File: src/rtl/origin_tracker_pkg.sv
// Shared types for the origin tracker: origin tag, memory network messages
// and the default tracking depth.
package origin_tracker_pkg;

    localparam int ORIGIN_W      = 2;
    localparam int DEFAULT_DEPTH = 8;

    typedef logic [ORIGIN_W-1:0] origin_t;

    typedef enum logic {
        MEM_READ  = 1'b0,
        MEM_WRITE = 1'b1
    } mem_op_e;

    typedef struct packed {
        origin_t     origin;
        mem_op_e     op;
        logic [15:0] addr;
        logic [31:0] data;
    } mem_net_req_t;

    typedef struct packed {
        origin_t     origin;
        mem_op_e     op;
        logic [31:0] data;
    } mem_net_resp_t;

endpackage

File: src/rtl/origin_tracker_if.sv
// Memory network request and response channels.
// Handshake: a beat transfers on a rising edge where val and rdy are both 1;
// the producer owns val/msg, the consumer owns rdy.
interface mem_net_req_if;
    import origin_tracker_pkg::*;

    logic         val;
    logic         rdy;
    mem_net_req_t msg;

    modport master (output val, output msg, input rdy);
    modport slave  (input val, input msg, output rdy);
endinterface

interface mem_net_resp_if;
    import origin_tracker_pkg::*;

    logic          val;
    logic          rdy;
    mem_net_resp_t msg;

    modport master (output val, output msg, input rdy);
    modport slave  (input val, input msg, output rdy);
endinterface

File: src/rtl/origin_fifo.sv
// Circular tag FIFO with registered occupancy; full/empty come only from
// registered state so a same-cycle pop never frees a slot for a push.
module origin_fifo #(
    parameter int p_width = 2,
    parameter int p_depth = 8
) (
    input  logic                         clk,
    input  logic                         rst,
    input  logic                         push,
    input  logic [p_width-1:0]           din,
    input  logic                         pop,
    output logic [p_width-1:0]           dout,
    output logic                         full,
    output logic                         empty,
    output logic [$clog2(p_depth+1)-1:0] count
);

    localparam int PTR_W = $clog2(p_depth);
    localparam int CNT_W = $clog2(p_depth + 1);

    logic [p_width-1:0] mem_q [p_depth];
    logic [p_width-1:0] mem_d [p_depth];
    logic [PTR_W-1:0]   rptr_q, rptr_d;
    logic [PTR_W-1:0]   wptr_q, wptr_d;
    logic [CNT_W-1:0]   count_q, count_d;
    logic               push_ok;
    logic               pop_ok;

    assign full    = (count_q == CNT_W'(p_depth));
    assign empty   = (count_q == '0);
    assign count   = count_q;
    assign dout    = mem_q[rptr_q];
    assign push_ok = push & ~full;
    assign pop_ok  = pop & ~empty;

    // Next-state: write at wptr, read at rptr; pointers wrap by power-of-two overflow.
    always_comb begin
        mem_d   = mem_q;
        rptr_d  = rptr_q;
        wptr_d  = wptr_q;
        count_d = count_q;
        if (push_ok) begin
            mem_d[wptr_q] = din;
            wptr_d        = wptr_q + PTR_W'(1);
        end
        if (pop_ok) begin
            rptr_d = rptr_q + PTR_W'(1);
        end
        case ({push_ok, pop_ok})
            2'b10:   count_d = count_q + CNT_W'(1);
            2'b01:   count_d = count_q - CNT_W'(1);
            default: count_d = count_q;
        endcase
    end

    // State registers; reset discards every stored tag.
    always_ff @(posedge clk or posedge rst) begin
        if (rst) begin
            for (int i = 0; i < p_depth; i++) mem_q[i] <= '0;
            rptr_q  <= '0;
            wptr_q  <= '0;
            count_q <= '0;
        end else begin
            mem_q   <= mem_d;
            rptr_q  <= rptr_d;
            wptr_q  <= wptr_d;
            count_q <= count_d;
        end
    end

endmodule

File: src/rtl/origin_tracker.sv
// Records the origin of each request sent to memory and stamps it onto the
// matching in-order response. Only gating and error detection live here;
// tag storage is in origin_fifo.
module origin_tracker
    import origin_tracker_pkg::*;
#(
    parameter int p_num_origin = 3,
    parameter int p_depth      = DEFAULT_DEPTH
) (
    input  logic                         clk,
    input  logic                         rst,
    mem_net_req_if.slave                 req_in,
    mem_net_req_if.master                mem_req,
    mem_net_resp_if.slave                mem_resp,
    mem_net_resp_if.master               resp_out,
    output logic [$clog2(p_depth+1)-1:0] outstanding,
    output logic                         err
);

    logic    full;
    logic    empty;
    logic    push;
    logic    pop;
    origin_t head;
    logic    err_q, err_d;
    logic    bad_origin;

    origin_fifo #(
        .p_width (ORIGIN_W),
        .p_depth (p_depth)
    ) u_fifo (
        .clk   (clk),
        .rst   (rst),
        .push  (push),
        .din   (req_in.msg.origin),
        .pop   (pop),
        .dout  (head),
        .full  (full),
        .empty (empty),
        .count (outstanding)
    );

    // Request path: forward straight through, stalled only while the tag store is full.
    always_comb begin
        mem_req.msg = req_in.msg;
        mem_req.val = req_in.val & ~full & ~rst;
        req_in.rdy  = mem_req.rdy & ~full;
        push        = req_in.val & req_in.rdy;
    end

    // Response path: a response with no tracked request is held, never accepted.
    always_comb begin
        resp_out.msg        = mem_resp.msg;
        resp_out.msg.origin = head;
        resp_out.val        = mem_resp.val & ~empty;
        mem_resp.rdy        = resp_out.rdy & ~empty;
        pop                 = resp_out.val & resp_out.rdy;
    end

    assign bad_origin = ({30'd0, req_in.msg.origin} >= p_num_origin);

    // Sticky error: unexpected response or out-of-range origin on an accepted request.
    always_comb begin
        err_d = err_q;
        if (mem_resp.val & empty) err_d = 1'b1;
        if (push & bad_origin)    err_d = 1'b1;
    end

    // Error flag register, cleared only by reset.
    always_ff @(posedge clk or posedge rst) begin
        if (rst) err_q <= 1'b0;
        else     err_q <= err_d;
    end

    assign err = err_q;

endmodule

File: src/flat_wrapper.sv
// flat-port wrapper written by rule: the top's interface ports become plain ports
module origin_tracker_flat import origin_tracker_pkg::*;
#(
    parameter int p_num_origin = 3,
    parameter int p_depth      = DEFAULT_DEPTH
)
  (clk, rst, outstanding, err, req_in_val, req_in_msg, req_in_rdy, mem_req_val, mem_req_msg, mem_req_rdy, mem_resp_val, mem_resp_msg, mem_resp_rdy, resp_out_val, resp_out_msg, resp_out_rdy);
  mem_net_req_if req_in_i ();
  mem_net_req_if mem_req_i ();
  mem_net_resp_if mem_resp_i ();
  mem_net_resp_if resp_out_i ();
  input  logic clk;
  input  logic rst;
  output logic [$clog2(p_depth+1)-1:0] outstanding;
  output logic err;
  input wire logic [$bits(req_in_i.val)-1:0] req_in_val;
  input wire logic [$bits(req_in_i.msg)-1:0] req_in_msg;
  output wire logic [$bits(req_in_i.rdy)-1:0] req_in_rdy;
  output wire logic [$bits(mem_req_i.val)-1:0] mem_req_val;
  output wire logic [$bits(mem_req_i.msg)-1:0] mem_req_msg;
  input wire logic [$bits(mem_req_i.rdy)-1:0] mem_req_rdy;
  input wire logic [$bits(mem_resp_i.val)-1:0] mem_resp_val;
  input wire logic [$bits(mem_resp_i.msg)-1:0] mem_resp_msg;
  output wire logic [$bits(mem_resp_i.rdy)-1:0] mem_resp_rdy;
  output wire logic [$bits(resp_out_i.val)-1:0] resp_out_val;
  output wire logic [$bits(resp_out_i.msg)-1:0] resp_out_msg;
  input wire logic [$bits(resp_out_i.rdy)-1:0] resp_out_rdy;
  assign req_in_i.val = req_in_val;
  assign req_in_i.msg = req_in_msg;
  assign req_in_rdy = req_in_i.rdy;
  assign mem_req_val = mem_req_i.val;
  assign mem_req_msg = mem_req_i.msg;
  assign mem_req_i.rdy = mem_req_rdy;
  assign mem_resp_i.val = mem_resp_val;
  assign mem_resp_i.msg = mem_resp_msg;
  assign mem_resp_rdy = mem_resp_i.rdy;
  assign resp_out_val = resp_out_i.val;
  assign resp_out_msg = resp_out_i.msg;
  assign resp_out_i.rdy = resp_out_rdy;
  origin_tracker #(.p_num_origin(p_num_origin), .p_depth(p_depth)) u_core (.clk(clk), .rst(rst), .req_in(req_in_i), .mem_req(mem_req_i), .mem_resp(mem_resp_i), .resp_out(resp_out_i), .outstanding(outstanding), .err(err));
endmodule
File: config.mk
export PLATFORM = sky130hd
export DESIGN_NAME = origin_tracker_flat
export DESIGN_NICKNAME = d
export VERILOG_FILES = /design/src/rtl/origin_tracker_pkg.sv /design/src/rtl/origin_tracker_if.sv /design/src/rtl/origin_fifo.sv /design/src/rtl/origin_tracker.sv /design/src/flat_wrapper.sv
export SDC_FILE = /design/constraint.sdc
export NUM_CORES = 1
export LEC_CHECK = 0
export CAP_MARGIN = 20
export CORE_ASPECT_RATIO = 0.5
export CORE_UTILIZATION = 31
export CTS_BUF_LIST = sky130_fd_sc_hd__clkbuf_16
export DETAILED_ROUTE_END_ITERATION = 7
export GPL_TIMING_DRIVEN = 1
export PLACE_DENSITY = 0.8
export RECOVER_POWER = 100
export SKIP_LAST_GASP = 1
export SYNTH_ARGS = -nofsm -noshare
export SYNTH_HDL_FRONTEND = slang
export SYNTH_HIERARCHICAL = 1
export SYNTH_SLANG_ARGS = --single-unit
export TNS_END_PERCENT = 10
File: constraint.sdc
create_clock -name clk -period 6.6 [get_ports clk]
set_input_delay 1.65 -clock clk [delete_from_list [all_inputs] [get_ports clk]]
set_output_delay 1.65 -clock clk [all_outputs]
set_load 0.1 [all_outputs]
==> run_summary.xml, run 1 <==
<?xml version="1.0" encoding="UTF-8"?>
<metrics>
  <group name="logic_synthesis">
    <metric name="area_share_of_the_largest_cell_type_after_synthesis" unit="%">31.9</metric>
    <metric name="flip_flop_cell_with_the_highest_count_after_synthesis" unit="">sky130_fd_sc_hd__dfrtp_1</metric>
    <metric name="netlist.top_cell.by_area" unit="">sky130_fd_sc_hd__dfrtp_1</metric>
    <metric name="yosys_warnings" unit="">6</metric>
    <metric name="post_synth.cell_area_avg" unit="sq um">10.6</metric>
    <metric name="synth-seq-area-share" unit="%">31.9</metric>
    <metric name="synth_top_cells_by_area" unit="">sky130_fd_sc_hd__dfrtp_1 32%, sky130_fd_sc_hd__buf_4 30%, sky130_fd_sc_hd__mux2_2 8.5%</metric>
    <metric name="synth.cells.most_frequent" unit="">84 x sky130_fd_sc_hd__buf_4, 27 x sky130_fd_sc_hd__dfrtp_1, 16 x sky130_fd_sc_hd__mux2_2</metric>
    <metric name="synth_net_count" unit="">299</metric>
    <metric name="number_of_storage_elements_in_the_synthesis_netlist" unit="">27</metric>
    <metric name="ys_async_sr_fraction" unit="%">100</metric>
    <metric name="ys_types" unit="">39</metric>
    <metric name="synth_area" unit="sq um">2120</metric>
    <metric name="post_synth_inst_count" unit="">201</metric>
    <metric name="synth-edff-count" unit="">0</metric>
    <metric name="synth_most_common_cell" unit="">sky130_fd_sc_hd__buf_4</metric>
  </group>
  <group name="detailed_routing">
    <metric name="wire_per_inst" unit="microns">19.0</metric>
    <metric name="drt-initial-drc-count" unit="">53</metric>
    <metric name="via_per_inst" unit="">4.88</metric>
    <metric name="dr.pass1.iters" unit="">4</metric>
    <metric name="drt_drc_violations_left" unit="">0</metric>
    <metric name="vias" unit="">1103</metric>
    <metric name="wl" unit="microns">4300</metric>
    <metric name="detail-route-antenna-nets" unit="">0</metric>
  </group>
  <group name="setup_path">
    <metric name="timing.reg2reg.worst_path_depth" unit="">8</metric>
    <metric name="cp_max_fo" unit="">3</metric>
    <metric name="r2r_setup_slack" unit="ps">3300</metric>
    <metric name="setup.worst_path.end_class" unit="">output pin</metric>
    <metric name="worstReg2RegEnd" unit="">u_core/u_fifo/count[3]</metric>
    <metric name="critPathLaunchType" unit="">primary input</metric>
    <metric name="path_class" unit="">in -&gt; out</metric>
    <metric name="timing.critical_path.arrival" unit="ps">3670</metric>
    <metric name="crit-reg2reg-launch" unit="">u_core/u_fifo/count[0]</metric>
    <metric name="data_required_critical_path" unit="ps">4950</metric>
  </group>
  <group name="clocking">
    <metric name="htree_levels" unit="">1</metric>
    <metric name="cts_buffer_depth" unit="">2</metric>
    <metric name="tritoncts.num_buffers" unit="">3</metric>
    <metric name="clk_latency" unit="ps">260</metric>
    <metric name="cts_setup_buffers" unit="">0</metric>
    <metric name="worst_setup_hold_path_clk_slew" unit="ps">60</metric>
    <metric name="ctsRootBufferMaster" unit="">sky130_fd_sc_hd__clkbuf_16</metric>
    <metric name="ctsHoldBuffers" unit="">0</metric>
    <metric name="post_cts_sizing_count" unit="">0</metric>
    <metric name="clock_sink_count" unit="">27</metric>
    <metric name="clock_tree_from_tritoncts" unit="">built</metric>
  </group>
  <group name="hold_path">
    <metric name="timing.hold.worst_endpoint" unit="">u_core/u_fifo/mem_q[14]</metric>
    <metric name="hold_path.startpoint" unit="">u_core/u_fifo/mem_q[14]</metric>
    <metric name="hold_path.class" unit="">reg -&gt; reg</metric>
    <metric name="hold-path-cell-count" unit="">1</metric>
  </group>
  <group name="cells_and_area">
    <metric name="fraction_of_final_layout_cells_with_drive_strength_greater_than_1" unit="%">16.7</metric>
    <metric name="antenna_cells_inserted" unit="">0</metric>
    <metric name="final-instance-count-excl-fill" unit="">226</metric>
    <metric name="syn_to_final_growth" unit="%">-13.0</metric>
    <metric name="finalNetCount" unit="">237</metric>
  </group>
  <group name="sta">
    <metric name="rsz0062_at_grt" unit="">false</metric>
    <metric name="finalSetupViolCount" unit="">0</metric>
    <metric name="skew" unit="ps">2.29</metric>
    <metric name="worst_relative_slew_slack" unit="%">16.5</metric>
    <metric name="worst_hold_check_slack" unit="ps">498</metric>
    <metric name="final_min_period_over_clock_period" unit="%">80.6</metric>
    <metric name="timing.setup.tns" unit="ps">0</metric>
    <metric name="timing.final.hold_violations" unit="">0</metric>
    <metric name="max_freq" unit="MHz">188</metric>
    <metric name="tightest_slew" unit="ps">1250</metric>
    <metric name="slew_violations" unit="">0</metric>
    <metric name="period_minus_ws_final" unit="ps">5320</metric>
  </group>
  <group name="die">
    <metric name="floorplan.rows" unit="">20</metric>
    <metric name="fp.coreArea" unit="sq um">6330</metric>
    <metric name="num_io_pins" unit="">187</metric>
    <metric name="starting_density" unit="%">33.5</metric>
    <metric name="fp.dieW" unit="microns">119</metric>
    <metric name="die_area" unit="sq um">7200</metric>
    <metric name="die_y" unit="microns">60.5</metric>
  </group>
  <group name="power">
    <metric name="p_leak" unit="nW">0.753</metric>
    <metric name="power.density_cell_area" unit="nW/um^2">549</metric>
    <metric name="irDropWorstVdd" unit="V">0.000229</metric>
  </group>
  <group name="global_route">
    <metric name="grt_overflow" unit="">0</metric>
    <metric name="grt_pass1_wl" unit="microns">6270</metric>
    <metric name="grt_max_degree" unit="">27</metric>
    <metric name="first_global_vias" unit="">1140</metric>
    <metric name="grt_use_total" unit="%">11.6</metric>
    <metric name="number_of_antenna_violations_at_the_first_check_in_global_routing" unit="">0</metric>
  </group>
  <group name="placement">
    <metric name="post_dp_hpwl" unit="microns">3450</metric>
    <metric name="place_inst" unit="">221</metric>
    <metric name="routabilityCongestion" unit="">0.742</metric>
    <metric name="port_buffers" unit="">20</metric>
  </group>
  <group name="run">
    <metric name="number_of_max_capacitance_violations_reported" unit="">0</metric>
  </group>
  <group name="run_status">
    <metric name="status" unit="">complete, no violations</metric>
  </group>
</metrics>
[area by class of cell]
| class | instances | area [sq um] |
|---|---|---|
| Fill cell | 617 | 4490 |
| Timing Repair Buffer | 21 | 204 |
| Inverter | 7 | 26.3 |
| Clock inverter | 1 | 3.75 |
| Sequential cell | 27 | 676 |
| Tap cell | 88 | 110 |
| Multi-Input combinational cell | 79 | 749 |
| Clock buffer | 3 | 75.1 |
[metrics by stage]
stage          worst slack, ps  power [mW]  utilization [%]  cell area, sq um
2_1_floorplan             1110        1.02                -              2120
3_3_place_gp              1420       0.872             27.9              1770
3_5_place_dp              1400       0.899             27.9              1770
4_1_cts                   1400        1.04             29.2              1850
5_1_grt                   1230        1.07             29.1              1840
6_report                  1280        1.01             29.1              1840
[worst max-delay path, stage by stage]
cell	delay (ps)
sky130_fd_sc_hd__dlygate4sd3_1	610
sky130_fd_sc_hd__nor3b_1	180
sky130_fd_sc_hd__dlygate4sd3_1	1230
[worst max path at each step]
stage / from / to
after floorplan: rst / mem_req_val
after global placement: req_in_msg[50] / mem_req_msg[50]
after detailed placement: req_in_msg[49] / mem_req_msg[49]
after CTS: req_in_msg[49] / mem_req_msg[49]
after global routing: rst / mem_req_val
final: rst / mem_req_val
[state kept, by name, summed over array words and instances (netlist names)]
| name | cells |
|---|---|
| u_core/u_fifo/mem_q | 16 |
| u_core/u_fifo/count | 4 |
| u_core/u_fifo/rptr_q | 3 |
| u_core/u_fifo/wptr_q | 3 |
| u_core/err | 1 |
[layout by cell type, fill, tap and decap left out]
master                            count
sky130_fd_sc_hd__a31o_1               1
sky130_fd_sc_hd__or4b_1               1
sky130_fd_sc_hd__xor2_1               2
sky130_fd_sc_hd__mux2_1               7
sky130_fd_sc_hd__nor2b_1              2
sky130_fd_sc_hd__nand4_1              1
sky130_fd_sc_hd__nor4_1               1
sky130_fd_sc_hd__inv_1                8
sky130_fd_sc_hd__a21o_1               1
sky130_fd_sc_hd__o311ai_0             1
sky130_fd_sc_hd__or4_1                2
sky130_fd_sc_hd__mux2i_1              1
sky130_fd_sc_hd__o211ai_1             1
sky130_fd_sc_hd__xnor2_1              4
sky130_fd_sc_hd__nor3b_1              3
sky130_fd_sc_hd__dlygate4sd3_1       16
sky130_fd_sc_hd__dfrtp_1             27
sky130_fd_sc_hd__o21ai_0              1
sky130_fd_sc_hd__mux4_2               4
sky130_fd_sc_hd__and2_0               1
sky130_fd_sc_hd__fa_1                 1
sky130_fd_sc_hd__a2111o_1             1
sky130_fd_sc_hd__nor4b_4              1
sky130_fd_sc_hd__nand2b_1             2
sky130_fd_sc_hd__and3b_1              1
sky130_fd_sc_hd__clkbuf_1             1
sky130_fd_sc_hd__clkdlybuf4s50_1      4
sky130_fd_sc_hd__nor3_1               2
sky130_fd_sc_hd__o41ai_1              1
sky130_fd_sc_hd__clkbuf_16            3
sky130_fd_sc_hd__or4b_2               1
sky130_fd_sc_hd__mux2_2              13
sky130_fd_sc_hd__nand3_1              1
sky130_fd_sc_hd__and2b_2              1
sky130_fd_sc_hd__nand2_1              8
sky130_fd_sc_hd__ha_1                 5
sky130_fd_sc_hd__a21oi_1              2
sky130_fd_sc_hd__nor4b_1              3
sky130_fd_sc_hd__nor2_1               2
[report_power, final]
part | switching (mW) | internal, mW | leakage (nW)
Clock | 0.0541 | 0.0811 | 0.0423
Sequential | 0.0922 | 0.244 | 0.327
Combinational | 0.349 | 0.193 | 0.384
Total | 0.495 | 0.518 | 0.753
[per-layer routing]
metal	up-vias	GRT usage, %	wire length [microns]	part of all wire [%]
met3	26	6.58	592	14
met4	0	7.59	172	4.0
li1	476	-	-	-
met2	87	20.7	2120	49
met1	514	10.7	1420	33
met5	-	1.25	0	0
[logic make-up (layout without fill, tap and decap cells)]
group                    after synthesis  in the layout  share of synthesized area [%]
multiplexers                          25             25                           15.3
adder cells (fa/ha/maj)                6              6                           3.89
XOR/XNOR                               6              6                           2.48
buffers and inverters                 95             32                           32.4
flip-flops                            27             27                           31.9
AND/OR/NAND/NOR                       33             33                           10.8
AO/OA/AOI/OAI                          9              9                           3.19
Power figures use the tool's default switching activity.
==> run 2: changes to the inputs <==
Clock period 6.6 ns to 5.1 ns, I/O delays scaled along.
==> run 2 against run 1 <==
Effect of this change: via count is 0.45% higher; final area fell by 2.2%; global-route usage is 0.35 points lower; largest power group unchanged.
==> run_summary.xml, run 2 (synthesized netlist as in run 1, its figures left out) <==
<?xml version="1.0" encoding="UTF-8"?>
<metrics>
  <group name="run_status">
    <metric name="status" unit="">complete, no violations</metric>
  </group>
  <group name="setup_path">
    <metric name="r2r_setup_slack" unit="ps">1790</metric>
    <metric name="data_required_critical_path" unit="ps">3830</metric>
    <metric name="cp_cell_sequence" unit="">dlygate4sd3_1, nor3b_1, clkbuf_1</metric>
    <metric name="worst-path-stages" unit="">3</metric>
    <metric name="critPathLaunchType" unit="">primary input</metric>
    <metric name="setup.worst_path.end_class" unit="">output pin</metric>
    <metric name="worstReg2RegEnd" unit="">u_core/u_fifo/count[3]</metric>
    <metric name="timing.critical_path.slowest_cell_delay" unit="ps">880</metric>
    <metric name="critPathSlowestCell" unit="">sky130_fd_sc_hd__clkbuf_1</metric>
    <metric name="timing.reg2reg.worst_path_depth" unit="">10</metric>
    <metric name="cp_max_fo" unit="">3</metric>
    <metric name="critical_path.n_buffers_inverters" unit="">2</metric>
    <metric name="crit-reg2reg-launch" unit="">u_core/u_fifo/count[0]</metric>
    <metric name="path_class" unit="">in -&gt; out</metric>
    <metric name="timing.critical_path.arrival" unit="ps">2940</metric>
    <metric name="crit_family" unit="">buffers and inverters</metric>
  </group>
  <group name="detailed_routing">
    <metric name="detail-route-antenna-nets" unit="">0</metric>
    <metric name="dr.pass1.iters" unit="">6</metric>
    <metric name="vias" unit="">1108</metric>
    <metric name="drt-initial-drc-count" unit="">65</metric>
    <metric name="drt_drc_violations_left" unit="">0</metric>
    <metric name="via_per_inst" unit="">4.92</metric>
    <metric name="wl" unit="microns">4170</metric>
    <metric name="wire_per_inst" unit="microns">18.5</metric>
  </group>
  <group name="sta">
    <metric name="max_freq" unit="MHz">237</metric>
    <metric name="rsz0062_at_grt" unit="">false</metric>
    <metric name="period_minus_ws_final" unit="ps">4220</metric>
    <metric name="timing.final.hold_violations" unit="">0</metric>
    <metric name="finalSetupViolCount" unit="">0</metric>
    <metric name="tightest_slew" unit="ps">1170</metric>
    <metric name="slew_violations" unit="">0</metric>
    <metric name="skew" unit="ps">6.21</metric>
    <metric name="timing.setup.tns" unit="ps">0</metric>
    <metric name="worst_relative_slew_slack" unit="%">22.4</metric>
    <metric name="timing.final.ws_setup" unit="ps">884</metric>
    <metric name="final_min_period_over_clock_period" unit="%">82.7</metric>
  </group>
  <group name="placement">
    <metric name="post_dp_hpwl" unit="microns">3420</metric>
    <metric name="detailedPlace.worstSlack" unit="ps">1080</metric>
    <metric name="port_buffers" unit="">20</metric>
    <metric name="routabilityCongestion" unit="">0.785</metric>
  </group>
  <group name="die">
    <metric name="die_area" unit="sq um">7200</metric>
    <metric name="num_io_pins" unit="">187</metric>
    <metric name="die_y" unit="microns">60.5</metric>
    <metric name="fp.dieW" unit="microns">119</metric>
    <metric name="floorplan.rows" unit="">20</metric>
    <metric name="fp.coreArea" unit="sq um">6330</metric>
    <metric name="starting_density" unit="%">33.5</metric>
  </group>
  <group name="run">
    <metric name="number_of_max_capacitance_violations_reported" unit="">0</metric>
  </group>
  <group name="clocking">
    <metric name="cts_setup_buffers" unit="">0</metric>
    <metric name="htree_levels" unit="">1</metric>
    <metric name="clock_sink_count" unit="">27</metric>
    <metric name="clk_latency" unit="ps">260</metric>
    <metric name="worst_setup_hold_path_clk_slew" unit="ps">60</metric>
    <metric name="clock_tree_from_tritoncts" unit="">built</metric>
    <metric name="tritoncts.num_buffers" unit="">3</metric>
    <metric name="ctsRootBufferMaster" unit="">sky130_fd_sc_hd__clkbuf_16</metric>
    <metric name="ctsHoldBuffers" unit="">0</metric>
    <metric name="cts_buffer_depth" unit="">2</metric>
    <metric name="post_cts_sizing_count" unit="">0</metric>
  </group>
  <group name="global_route">
    <metric name="first_global_vias" unit="">1084</metric>
    <metric name="grt_max_degree" unit="">27</metric>
    <metric name="grt_pass1_wl" unit="microns">6080</metric>
    <metric name="grt_overflow" unit="">0</metric>
    <metric name="grt_use_total" unit="%">11.3</metric>
    <metric name="number_of_antenna_violations_at_the_first_check_in_global_routing" unit="">0</metric>
  </group>
  <group name="cells_and_area">
    <metric name="syn_to_final_growth" unit="%">-14.9</metric>
    <metric name="largest_register_ff_count" unit="">16</metric>
    <metric name="layout.cells.most_common_list" unit="">27 x sky130_fd_sc_hd__dfrtp_1, 16 x sky130_fd_sc_hd__mux2_2, 10 x sky130_fd_sc_hd__dlygate4sd3_1</metric>
    <metric name="fraction_of_final_layout_cells_with_drive_strength_greater_than_1" unit="%">19.7</metric>
    <metric name="antenna_cells_inserted" unit="">0</metric>
    <metric name="layout.cells.most_common" unit="">sky130_fd_sc_hd__dfrtp_1</metric>
    <metric name="largest_register" unit="">u_core/u_fifo/mem_q</metric>
    <metric name="finalNetCount" unit="">236</metric>
  </group>
  <group name="hold_path">
    <metric name="hold-path-cell-count" unit="">1</metric>
    <metric name="hold_path.class" unit="">reg -&gt; reg</metric>
    <metric name="hold_path.startpoint" unit="">u_core/u_fifo/mem_q[14]</metric>
    <metric name="timing.hold.worst_endpoint" unit="">u_core/u_fifo/mem_q[14]</metric>
  </group>
  <group name="power">
    <metric name="power.density_cell_area" unit="nW/um^2">725</metric>
    <metric name="p_leak" unit="nW">0.728</metric>
    <metric name="irDropWorstVdd" unit="V">0.000289</metric>
  </group>
</metrics>
run 2: changes by cell type in the layout (fill, tap and decap cells not counted), sizes merged:
cell | previous run | this run
clkbuf | 4 | 9
clkinv | 0 | 1
dlygate4sd3 | 16 | 10
inv | 8 | 7
run 2: power by group:
group	internal (mW)	total, mW	leakage (nW)	switching, mW
clock	0.106	0.176	0.0409	0.0700
combinational	0.248	0.701	0.360	0.454
sequential	0.316	0.431	0.327	0.115
run 2: area by class of cell:
| type | instances | area [sq um] |
|---|---|---|
| Fill cell | 620 | 4530 |
| Clock inverter | 1 | 5.00 |
| Timing Repair Buffer | 20 | 163 |
| Tap cell | 88 | 110 |
| Multi-Input combinational cell | 79 | 749 |
| Inverter | 7 | 26.3 |
| Sequential cell | 27 | 676 |
| Clock buffer | 3 | 75.1 |
run 2: how the worst max path moves through the flow:
stage | from | endpoint
floorplan | u_core/u_fifo/count[0] | mem_req_val
global placement | resp_out_rdy | u_core/u_fifo/count[3]
detailed placement | resp_out_rdy | u_core/u_fifo/count[3]
CTS | u_core/u_fifo/rptr_q[0] | resp_out_msg[34]
global route | rst | mem_req_val
finish | rst | mem_req_val
run 2: through the flow:
| stage | cells | util (%) | area (sq um) | power (mW) | hold WS (ps) |
|---|---|---|---|---|---|
| after global routing | 225 | 28.5 | 1800 | 1.38 | 523 |
| after global placement | 221 | 27.7 | 1750 | 1.13 | 472 |
| after detailed placement | 221 | 27.7 | 1750 | 1.16 | 482 |
| after floorplan | 201 | - | 2120 | 1.31 | 459 |
| after CTS | 225 | 29.0 | 1830 | 1.34 | 497 |
| final | 225 | 28.5 | 1800 | 1.31 | 502 |
run 2: per-layer routing:
layer	share of wire, %	vias up	routed length (microns)	global-route usage, %
met5	0	-	0	1.25
met4	4.6	0	191	9.04
met3	14	27	568	6.02
met2	49	85	2030	19.6
met1	33	525	1380	10.4
li1	-	471	-	-
run 2: worst register-to-register path, cell delays in order, from the launching register on:
cell	delay [ps]
sky130_fd_sc_hd__dfrtp_1	490
sky130_fd_sc_hd__nor4_1	500
sky130_fd_sc_hd__nor2b_1	110
sky130_fd_sc_hd__and2_0	180
sky130_fd_sc_hd__o41ai_1	120
sky130_fd_sc_hd__inv_1	200
sky130_fd_sc_hd__ha_1	330
sky130_fd_sc_hd__ha_1	380
sky130_fd_sc_hd__or4b_2	610
sky130_fd_sc_hd__o311ai_0	130
sky130_fd_sc_hd__o211ai_1	130
